`src/rtl/acl_poll_pkg.sv`:
```
// Shared constants and state types for the ADXL362 poller.
package acl_poll_pkg;

  localparam int unsigned ADDR_W   = 5;
  localparam int unsigned DATA_W   = 32;
  localparam int unsigned FRAME_W  = 40;
  localparam int unsigned INIT_W   = 24;
  localparam int unsigned BITCNT_W = $clog2(FRAME_W + 1);

  localparam logic [ADDR_W-1:0] ADDR_STATUS = 5'd0;
  localparam logic [ADDR_W-1:0] ADDR_X      = 5'd1;
  localparam logic [ADDR_W-1:0] ADDR_Y      = 5'd2;
  localparam logic [ADDR_W-1:0] ADDR_Z      = 5'd3;
  localparam logic [ADDR_W-1:0] ADDR_CNT    = 5'd4;

  localparam logic [7:0] CMD_READ      = 8'h0B;
  localparam logic [7:0] CMD_WRITE     = 8'h0A;
  localparam logic [7:0] REG_XDATA     = 8'h08;
  localparam logic [7:0] REG_POWER_CTL = 8'h2D;
  localparam logic [7:0] PWR_MEASURE   = 8'h02;

  // Frames are MSB-aligned; the shifter sends from bit FRAME_W-1 down.
  localparam logic [FRAME_W-1:0] READ_FRAME = {CMD_READ, REG_XDATA, 24'h000000};
  localparam logic [FRAME_W-1:0] INIT_FRAME = {CMD_WRITE, REG_POWER_CTL, PWR_MEASURE, 16'h0000};

  typedef enum logic [2:0] {
    ST_IDLE,
    ST_WAIT,
    ST_ASSERT,
    ST_SHIFT,
    ST_DEASSERT,
    ST_UPDATE
  } state_t;

  typedef enum logic [2:0] {
    PH_IDLE,
    PH_ASSERT,
    PH_LOW,
    PH_HIGH,
    PH_DEASSERT
  } phase_t;

endpackage

```
`src/rtl/acl_spi_shifter.sv`:
```
// Generic N-bit SPI mode-0 shift engine; owns ss_n/sclk/mosi phase timing.
module acl_spi_shifter
  import acl_poll_pkg::*;
#(
  parameter int unsigned SCLK_DIV = 50,
  parameter int unsigned N        = 40
) (
  input  logic                   clk,
  input  logic                   reset,
  input  logic                   start,
  input  logic [$clog2(N+1)-1:0] nbits,
  input  logic [N-1:0]           tx,
  input  logic                   miso,
  output logic                   assert_end_c,
  output logic                   shift_end_c,
  output logic                   done_c,
  output logic [N-1:0]           rx,
  output logic                   sclk,
  output logic                   mosi,
  output logic                   ss_n
);

  localparam int unsigned DIV_W = $clog2(SCLK_DIV);
  localparam int unsigned BIT_W = $clog2(N + 1);
  localparam logic [DIV_W-1:0] DIV_LOAD = DIV_W'(SCLK_DIV - 1);

  phase_t           phase;
  logic [DIV_W-1:0] div_cnt;
  logic [BIT_W-1:0] bits_left;
  logic [N-1:0]     tx_sr;
  logic             div_end;

  assign div_end      = (div_cnt == '0);
  assign assert_end_c = (phase == PH_ASSERT) && div_end;
  assign shift_end_c  = (phase == PH_HIGH) && div_end && (bits_left == '0);
  assign done_c       = (phase == PH_DEASSERT) && div_end;

  // Each phase lasts SCLK_DIV cycles; MISO is taken on the sclk-rise edge.
  always_ff @(posedge clk) begin
    if (reset) begin
      phase     <= PH_IDLE;
      div_cnt   <= '0;
      bits_left <= '0;
      tx_sr     <= '0;
      rx        <= '0;
      sclk      <= 1'b0;
      mosi      <= 1'b0;
      ss_n      <= 1'b1;
    end else begin
      case (phase)
        PH_IDLE: begin
          if (start) begin
            phase     <= PH_ASSERT;
            div_cnt   <= DIV_LOAD;
            bits_left <= nbits - BIT_W'(1);
            tx_sr     <= tx;
            rx        <= '0;
            mosi      <= tx[N-1];
            sclk      <= 1'b0;
            ss_n      <= 1'b0;
          end
        end
        PH_ASSERT: begin
          if (div_end) begin
            phase   <= PH_LOW;
            div_cnt <= DIV_LOAD;
          end else begin
            div_cnt <= div_cnt - DIV_W'(1);
          end
        end
        PH_LOW: begin
          if (div_end) begin
            phase   <= PH_HIGH;
            div_cnt <= DIV_LOAD;
            sclk    <= 1'b1;
            rx      <= {rx[N-2:0], miso};
          end else begin
            div_cnt <= div_cnt - DIV_W'(1);
          end
        end
        PH_HIGH: begin
          if (div_end) begin
            sclk    <= 1'b0;
            div_cnt <= DIV_LOAD;
            if (bits_left == '0) begin
              phase <= PH_DEASSERT;
              mosi  <= 1'b0;
            end else begin
              phase     <= PH_LOW;
              bits_left <= bits_left - BIT_W'(1);
              tx_sr     <= {tx_sr[N-2:0], 1'b0};
              mosi      <= tx_sr[N-2];
            end
          end else begin
            div_cnt <= div_cnt - DIV_W'(1);
          end
        end
        PH_DEASSERT: begin
          if (div_end) begin
            phase <= PH_IDLE;
            ss_n  <= 1'b1;
          end else begin
            div_cnt <= div_cnt - DIV_W'(1);
          end
        end
        default: phase <= PH_IDLE;
      endcase
    end
  end

endmodule

```
`src/rtl/acl_poll_ctrl.sv`:
```
// Autonomous ADXL362 X/Y/Z poller behind one MMIO slot.
// Define ACL_POLL_INIT_EN to send a POWER_CTL measurement-mode write before the first poll.
module acl_poll_ctrl
  import acl_poll_pkg::*;
#(
  parameter int unsigned SCLK_DIV    = 50,
  parameter int unsigned POLL_PERIOD = 100_000
) (
  input  logic              clk,
  input  logic              reset,
  input  logic              cs,
  input  logic              write,
  input  logic              read,
  input  logic [ADDR_W-1:0] addr,
  input  logic [DATA_W-1:0] wr_data,
  output logic [DATA_W-1:0] rd_data,
  output logic              acl_sclk,
  output logic              acl_mosi,
  input  logic              acl_miso,
  output logic              acl_ss_n
);

  localparam int unsigned TMR_W = $clog2(POLL_PERIOD + 1);

  state_t               state;
  logic [TMR_W-1:0]     timer;
  logic                 enable;
  logic                 new_flag;
  logic                 frame_init;
  logic [7:0]           x_q;
  logic [7:0]           y_q;
  logic [7:0]           z_q;
  logic [15:0]          sample_cnt;

  logic                 reg_wr_c;
  logic                 timer_done_c;
  logic                 start_c;
  logic                 init_pending_c;
  logic                 busy_c;
  logic                 assert_end_c;
  logic                 shift_end_c;
  logic                 done_c;
  logic [BITCNT_W-1:0]  nbits_c;
  logic [FRAME_W-1:0]   tx_word_c;
  logic [FRAME_W-1:0]   rx_word;
  logic                 unused_c;

  assign reg_wr_c     = cs && write;
  assign timer_done_c = (timer == '0);
  // UPDATE may launch the next frame directly when the period is shorter than a frame.
  assign start_c      = enable && timer_done_c && ((state == ST_WAIT) || (state == ST_UPDATE));
  assign busy_c       = (state != ST_IDLE) && (state != ST_WAIT);
  assign nbits_c      = init_pending_c ? BITCNT_W'(INIT_W) : BITCNT_W'(FRAME_W);
  assign tx_word_c    = init_pending_c ? INIT_FRAME : READ_FRAME;
  assign unused_c     = ^{read, wr_data[DATA_W-1:1], rx_word[FRAME_W-1:24]};

`ifdef ACL_POLL_INIT_EN
  logic init_done;

  // Only the very first frame after reset is the configuration write.
  always_ff @(posedge clk) begin
    if (reset) begin
      init_done <= 1'b0;
    end else if (start_c) begin
      init_done <= 1'b1;
    end
  end

  assign init_pending_c = !init_done;
`else
  assign init_pending_c = 1'b0;
`endif

  acl_spi_shifter #(
    .SCLK_DIV (SCLK_DIV),
    .N        (FRAME_W)
  ) u_shifter (
    .clk          (clk),
    .reset        (reset),
    .start        (start_c),
    .nbits        (nbits_c),
    .tx           (tx_word_c),
    .miso         (acl_miso),
    .assert_end_c (assert_end_c),
    .shift_end_c  (shift_end_c),
    .done_c       (done_c),
    .rx           (rx_word),
    .sclk         (acl_sclk),
    .mosi         (acl_mosi),
    .ss_n         (acl_ss_n)
  );

  // Poll FSM, period timer and register file.
  always_ff @(posedge clk) begin
    if (reset) begin
      state      <= ST_IDLE;
      timer      <= '0;
      enable     <= 1'b0;
      new_flag   <= 1'b0;
      frame_init <= 1'b0;
      x_q        <= '0;
      y_q        <= '0;
      z_q        <= '0;
      sample_cnt <= '0;
    end else begin
      if (reg_wr_c && (addr == ADDR_STATUS)) enable <= wr_data[0];
      if (reg_wr_c && (addr == ADDR_X)) new_flag <= 1'b0;

      if (start_c) begin
        timer      <= TMR_W'(POLL_PERIOD - 1);
        frame_init <= init_pending_c;
      end else if (!timer_done_c) begin
        timer <= timer - TMR_W'(1);
      end

      case (state)
        ST_IDLE: begin
          if (enable) begin
            state <= ST_WAIT;
            timer <= '0;
          end
        end
        ST_WAIT: begin
          if (!enable) state <= ST_IDLE;
          else if (start_c) state <= ST_ASSERT;
        end
        ST_ASSERT:   if (assert_end_c) state <= ST_SHIFT;
        ST_SHIFT:    if (shift_end_c) state <= ST_DEASSERT;
        ST_DEASSERT: if (done_c) state <= ST_UPDATE;
        ST_UPDATE: begin
          // Set beats a same-cycle clear of new.
          if (!frame_init) begin
            x_q        <= rx_word[23:16];
            y_q        <= rx_word[15:8];
            z_q        <= rx_word[7:0];
            new_flag   <= 1'b1;
            sample_cnt <= sample_cnt + 16'd1;
          end
          if (!enable) state <= ST_IDLE;
          else if (start_c) state <= ST_ASSERT;
          else state <= ST_WAIT;
        end
        default: state <= ST_IDLE;
      endcase
    end
  end

  // Zero-latency read mux.
  always_comb begin
    rd_data = '0;
    case (addr)
      ADDR_STATUS: rd_data = {29'd0, enable, busy_c, new_flag};
      ADDR_X:      rd_data = {{24{x_q[7]}}, x_q};
      ADDR_Y:      rd_data = {{24{y_q[7]}}, y_q};
      ADDR_Z:      rd_data = {{24{z_q[7]}}, z_q};
      ADDR_CNT:    rd_data = {16'd0, sample_cnt};
      default:     rd_data = '0;
    endcase
  end

endmodule

```
`config.mk`:
```
export PLATFORM = sky130hd
export DESIGN_NAME = acl_poll_ctrl
export DESIGN_NICKNAME = d
export VERILOG_FILES = /design/src/rtl/acl_poll_pkg.sv /design/src/rtl/acl_spi_shifter.sv /design/src/rtl/acl_poll_ctrl.sv
export SDC_FILE = /design/constraint.sdc
export NUM_CORES = 1
export LEC_CHECK = 0
export CORE_ASPECT_RATIO = 1.1
export CORE_MARGIN = 2
export CORE_UTILIZATION = 40
export CTS_CLUSTER_SIZE = 8
export DETAILED_ROUTE_END_ITERATION = 10
export PLACE_DENSITY = 0.71
export SLEW_MARGIN = 0
export SYNTH_ARGS = -nofsm -noshare
export SYNTH_HDL_FRONTEND = slang
export SYNTH_SLANG_ARGS = --single-unit
```
`constraint.sdc`:
```
create_clock -name clk -period 3.7 [get_ports clk]
set_input_delay 0.74 -clock clk [delete_from_list [all_inputs] [get_ports clk]]
set_output_delay 0.74 -clock clk [all_outputs]
set_load 0.01 [all_outputs]
```
# Word level (Yosys, flattened, before mapping)
# Index checks and enable logic that the tools add are counted.
[totals] rom_bits=0 register_bits=143 elab_cells=125 out_inout_bits=35 latchBits=0 ram_bits=0 input_bits=43 mem_count=0
[op_classes] div_mod_pow=0 eq_ne=26 magnitude_cmp=0 addsub=4 n_mul=0 n_reduce_logical=33 n_mux=46 n_bitwise=0 shift=0
[ops] cell="$pmux 32 s5" count=1
[ops] cell="$mux 39" count=3
[ops] cell="$pmux 39 s2" count=1
[ops] cell="$mux 17" count=4
[ops] cell="$mux 24" count=2
[ops] cell="$pmux 24 s2" count=1
[ops] cell="$mux 3" count=12
[ops] cell="$mux 6" count=6
[ops] cell="$pmux 3 s6" count=1
[ops] cell="$pmux 6 s3" count=1
[ops] cell="$logic_not 17->1" count=1
[ops] cell="$sub 17x1->17 const B" count=1
[ops] cell="$add 16x1->16 const B" count=1
[ops] cell="$pmux 3 s5" count=1
[ops] cell="$ne 2x2->1 const B" count=7
[ops] cell="$eq 3x2->1 const B" count=4
[ops] cell="$logic_not 6->1" count=2
[ops] cell="$pmux 6 s2" count=1
[ops] cell="$reduce_and 3->1" count=4
[ops] cell="$sub 6x1->6 const B" count=2
[ops] cell="$eq 5x2->1 const B" count=2
[ops] cell="$logic_and 1x1->1" count=10
[ops] cell="$reduce_and 5->1" count=2
[ops] cell="$eq 3x3->1 const B" count=3
[ops] cell="17 further kinds" count=36

# Depth between registers and ports, before layout
[logic_depth] word_depth=6 depth_mapped=9 mapped_depth_nobuf=7

# Modules after synthesis
# From an unflattened synthesis, not the netlist that was laid out.
[unflattened] cells_unflattened=984 area_unflattened_um2=8040.2
[modules_own_cells] mod="acl_spi_shifter" instances=1 cells_each=564 seq_area_each_um2=1941.9 area_per_inst_um2=4722.0
[modules_own_cells] mod="acl_poll_ctrl" instances=1 cells_each=420 seq_area_each_um2=1241.2 area_per_inst_um2=3318.2

# Worst setup path before layout
# No wires, ideal clock.
[synth_path] kind="in2out" start="in addr[3]" end="out rd_data[17]" slack_ns=0.381 cell_stages=4 t_arrival_ns=2.579 n_path_buf=2 required_time_ns=2.960 cell_sequence="or3_1 clkbuf_1 a21oi_1 buf_4"
[synth_between] elab_chain_len=2 word_cells_on_any_way=6 cone_classes="eq/ne (4); mux (1); reduce/logical (1)"
[synth_lines] item="start: declaration" line_no="acl_poll_ctrl.sv:14" text="input logic [ADDR_W-1:0] addr,"
[synth_lines] item="$eq 5x3->1, or another cell as far along" line_no="acl_poll_ctrl.sv:151" text="case (addr)"
[synth_lines] item="$pmux 32 s5 (*)" line_no="acl_poll_ctrl.sv:151"
[synth_lines] item="end: declaration" line_no="acl_poll_ctrl.sv:16" text="output logic [DATA_W-1:0] rd_data,"
# Every way passes the cells marked *; elsewhere a longest branch is shown, timed or not.

# Worst setup path in the final report
[layout_path] start="in addr[2]" end="out rd_data[1]"
# The elaborated chain is that of the path after synthesis.

==> results by stage <==
Outcome:
- The run finished with clean final reports.

Hold path:
- The classification of the worst-slack hold path is reg2reg.

Critical path:
- The setup path with the least slack is of type in2out.
- The element type at the critical path end is an output pin.
- In this run the worst path has a maximum fanout of 4.
- The required time at the worst-slack endpoint is 2.96 ns.
- STA puts the critical path data arrival time at 2.82 ns.
- The element type at the critical path start is an input port.

Final layout:
- The total inserted antenna cells is 0.
- The layout net count is 693.
- The layout overhead on the synthesized area is 19.1%.
- Once layout is done, the placed cells without fillers occupy 0.00642 mm2.
- In the final layout, the share of cells above drive strength 1 is 9.59%.

Power and ir drop:
- In this run the power density over the cells is 571 mW/mm2.
- The leakage power figure is 2.39 nW.
- The maximum vdd ir drop is 363 uV.

STA:
- Based on the critical path, the design can be clocked at up to 0.281 GHz.
- In this run the tightest slew margin relative to its limit is 28.1%.
- The worst clock skew on the final layout is 0.00964 ns.
- The final count of hold timing violations is 0.
- The smallest setup slack after layout is 0.137 ns.
- Setup violations remaining at the end of the flow were counted as 0.
- Adding up every negative setup slack in the final design gives 0 ns.
- The number of pins exceeding their max-slew limit in the final report came to 0.
- Setup repair after global routing left no endpoint under its margin.
- The post-route clock period utilization is 96.3%.
- The clock period could shrink to 3.56 ns.
- At the pin with the least slew margin, the transition time is 1.08 ns.

Die:
- The die boundary width is 115 um.
- The floorplan has 44 rows.
- The floorplan step defined a die boundary enclosing 0.0144 mm2.
- 78 I/O pins were placed.
- The initial core utilization is 40.8%.
- The floorplan step set the die height to 126 um.
- The total area inside the core boundary comes to 0.0132 mm2.

Synthesis:
- The compound-gate portion of the synthesized area is 18.3%.
- The synthesized-area fraction occupied by xor and xnor cells is 5.03%.
- In the synthesized netlist, the number of instances is 623.
- In this run the cell area of the synthesized design comes to 0.00539 mm2.
- The commonest register cell after synthesis is sky130_fd_sc_hd__dfxtp_1.
- The largest family of logic cells by synthesized area is simple AND/OR/NAND/NOR gates.
- The average cell area after synthesis is 8.66 um2.
- Counting flops with a built-in enable in the synthesized netlist gives 0.
- The number of nets handed over by synthesis was 672.
- The share of synthesized area occupied by flip-flops and latches is 43.1%.
- Of the total synthesized cell area, the portion taken by AND, OR, NAND and NOR gates is 25.8%.
- The Yosys step of the flow raised 0 warnings.
- The post-synthesis adder-cell area fraction is 1.39%.
- The synthesized netlist contains 72 unique library cells.
- The post-synthesis sequential element count is 116.
- The portion of synthesized area spent on multiplexers is 0.580%.
- The async set-reset flop share out of synthesis is 0%.

Detailed routing:
- The routed wire length is 12.0 mm.
- In the final routed layout, each cell accounts on average for 14.7 um.
- The number of nets with antenna violations after detailed routing is 0.
- In the routed design, unresolved DRC markers number 0.
- The pre-antenna-repair detailed-routing pass consisted of 7 iterations.
- In this run, the number of DRC markers left after iteration 0 of detailed routing was 334.
- Using the TritonRoute via totals, the vias-per-cell ratio works out to 5.65.
- The total vias in the final route is 4624.

Global routing:
- The number of global-route vias before repair was 4481.
- The pin count of the biggest net entering global routing is 52.
- For this run the aggregate overflow at the end of global routing stands at 0.
- The number of antenna violations at the first check in global routing is 0.
- Global routing used 17.5% of the available tracks across all layers.
- The first global-routing pass estimated 20.6 mm of wire.

Clock network:
- The number of levels the H-tree was split into is 4.
- The root buffer cell is sky130_fd_sc_hd__clkbuf_16.
- The clock-pin slew on the worst setup and hold paths is 0.06 ns.
- The number of buffers created by CTS is 17.
- The maximum number of buffers from clock root to sink is 2.
- The CTS tree is built.
- The clock reaches the later pin of the worst-skew pair after 0.42 ns.
- The number of setup buffers added after CTS is 0.
- The tree built by TritonCTS fans out to 116 sinks.
- The number of hold buffers added after CTS was 0.
- The post-cts resize count is 0.

Job:
- The tool flagged a number of max-cap violations equal to 0.

Placed design:
- The post-placement setup slack is 0.123 ns.
- The global placement routability congestion is 0.878.
- Detailed placement ended at an HPWL of 8.10 mm.
- During placement, the flow inserted port buffers numbering 45.
- The placed instance area is 0.00585 mm2.
==> cell type report <==
| type | instances | area, um2 |
|---|---|---|
| repair buffers | 52 | 510 |
| well taps | 161 | 201 |
| fillers | 1217 | 6790 |
| multi-input cells | 445 | 2770 |
| clock buffers | 17 | 425 |
| flip-flops and latches | 116 | 2320 |
| clock inverters | 15 | 149 |
| inverters | 12 | 45.0 |
==> synth_stat cells (4+ instances only) <==
library cell / instances / area share, %
sky130_fd_sc_hd__nor3_1: 21 / 1.9
sky130_fd_sc_hd__ha_1: 6 / 1.4
sky130_fd_sc_hd__nand4_1: 13 / 1.5
sky130_fd_sc_hd__inv_1: 12 / 0.84
sky130_fd_sc_hd__clkbuf_1: 24 / 1.7
sky130_fd_sc_hd__nand3b_1: 6 / 0.84
sky130_fd_sc_hd__dfxtp_1: 116 / 43
sky130_fd_sc_hd__nand2_1: 91 / 6.3
sky130_fd_sc_hd__and3_1: 5 / 0.58
sky130_fd_sc_hd__or4_1: 4 / 0.56
sky130_fd_sc_hd__a222oi_1: 6 / 1.1
sky130_fd_sc_hd__a211oi_1: 5 / 0.70
sky130_fd_sc_hd__buf_2: 5 / 0.46
sky130_fd_sc_hd__nor2_1: 49 / 3.4
sky130_fd_sc_hd__xnor2_1: 12 / 1.9
sky130_fd_sc_hd__xor2_1: 19 / 3.1
sky130_fd_sc_hd__o21ai_0: 14 / 1.3
sky130_fd_sc_hd__a22o_1: 24 / 3.9
sky130_fd_sc_hd__a21oi_1: 49 / 4.5
sky130_fd_sc_hd__nand4b_1: 5 / 0.81
sky130_fd_sc_hd__buf_4: 16 / 2.2
sky130_fd_sc_hd__nand3_1: 25 / 2.3
sky130_fd_sc_hd__a21o_1: 10 / 1.4
sky130_fd_sc_hd__nor2b_1: 5 / 0.58
==> flip-flops by register name, summed over array words and instances (netlist names), 6 cells and up <==
register and count:
u_shifter.bits_left 6, z_q 8, y_q 8, u_shifter.rx 24, sample_cnt 16, x_q 8
u_shifter.div_cnt 6, timer 17, u_shifter.tx_sr 12
==> placed cells by master (no fill, tap or decap), types with 6 or more instances in the layout <==
cell type,instances
sky130_fd_sc_hd__a21o_1,10
sky130_fd_sc_hd__a21oi_1,48
sky130_fd_sc_hd__a222oi_1,6
sky130_fd_sc_hd__a22o_1,24
sky130_fd_sc_hd__buf_4,6
sky130_fd_sc_hd__clkbuf_16,17
sky130_fd_sc_hd__clkdlybuf4s50_1,44
sky130_fd_sc_hd__dfxtp_1,116
sky130_fd_sc_hd__ha_1,6
sky130_fd_sc_hd__inv_1,12
sky130_fd_sc_hd__nand2_1,91
sky130_fd_sc_hd__nand3_1,25
sky130_fd_sc_hd__nand3b_1,6
sky130_fd_sc_hd__nand4_1,13
sky130_fd_sc_hd__nor2_1,49
sky130_fd_sc_hd__nor3_1,21
sky130_fd_sc_hd__o21ai_0,14
sky130_fd_sc_hd__xnor2_1,12
sky130_fd_sc_hd__xor2_1,19
==> power breakdown <==
group          switching [mW]  internal, mW  total, mW
registers               0.102          1.32       1.42
clock network           0.631         0.941       1.57
logic                   0.389         0.282      0.671
==> path summary, 6_finish.rpt <==
kind                                           from                           endpoint  slack, ns  cells after the start
worst max-delay path                        addr[2]                         rd_data[1]       0.14                      6
worst min-delay path            y_q[4]$_SDFFE_PP0P_                y_q[4]$_SDFFE_PP0P_       0.45                      2
worst max register to register  timer[0]$_SDFF_PP0_  u_shifter.div_cnt[2]$_SDFFE_PP0P_       1.24                      7
worst min register to register  y_q[4]$_SDFFE_PP0P_                y_q[4]$_SDFFE_PP0P_       0.45                      2
==> cells by family (layout without fill, tap and decap cells) <==
group	Yosys count	after routing
adder cells (fa/ha/maj)	6	6
multiplexers	3	3
AO/OA/AOI/OAI	142	142
flip-flops	116	116
XOR/XNOR	31	31
buffers and inverters	62	96
AND/OR/NAND/NOR	263	263
==> metrics by stage <==
| step | hold WS, ns | util, % | instances | total power [mW] |
|---|---|---|---|---|
| 2_1_floorplan | 0.432 | - | 623 | 1.97 |
| 3_3_place_gp | 0.441 | 44.3 | 786 | 2.07 |
| 3_5_place_dp | 0.447 | 44.3 | 786 | 2.11 |
| 4_1_cts | 0.455 | 48.6 | 818 | 3.69 |
| 5_1_grt | 0.476 | 48.6 | 818 | 3.84 |
| 6_report | 0.453 | 48.6 | 818 | 3.67 |
==> metal layers <==
layer,share of wire (%),routed length [um],global-route usage [%],vias up
met5,0,0,0,-
li1,-,-,-,2279
met2,50,5970,28.8,112
met3,3.8,452,4.38,23
met4,2.1,255,8.58,0
met1,44,5350,21.4,2210
==> critical path: stages <==
cell,delay [ns]
sky130_fd_sc_hd__clkdlybuf4s50_1,0.44
sky130_fd_sc_hd__or3_1,0.44
sky130_fd_sc_hd__nor3_1,0.36
sky130_fd_sc_hd__o21ai_0,0.16
sky130_fd_sc_hd__nand4_1,0.14
sky130_fd_sc_hd__clkdlybuf4s50_1,0.55
Power figures use the tool's default switching activity.
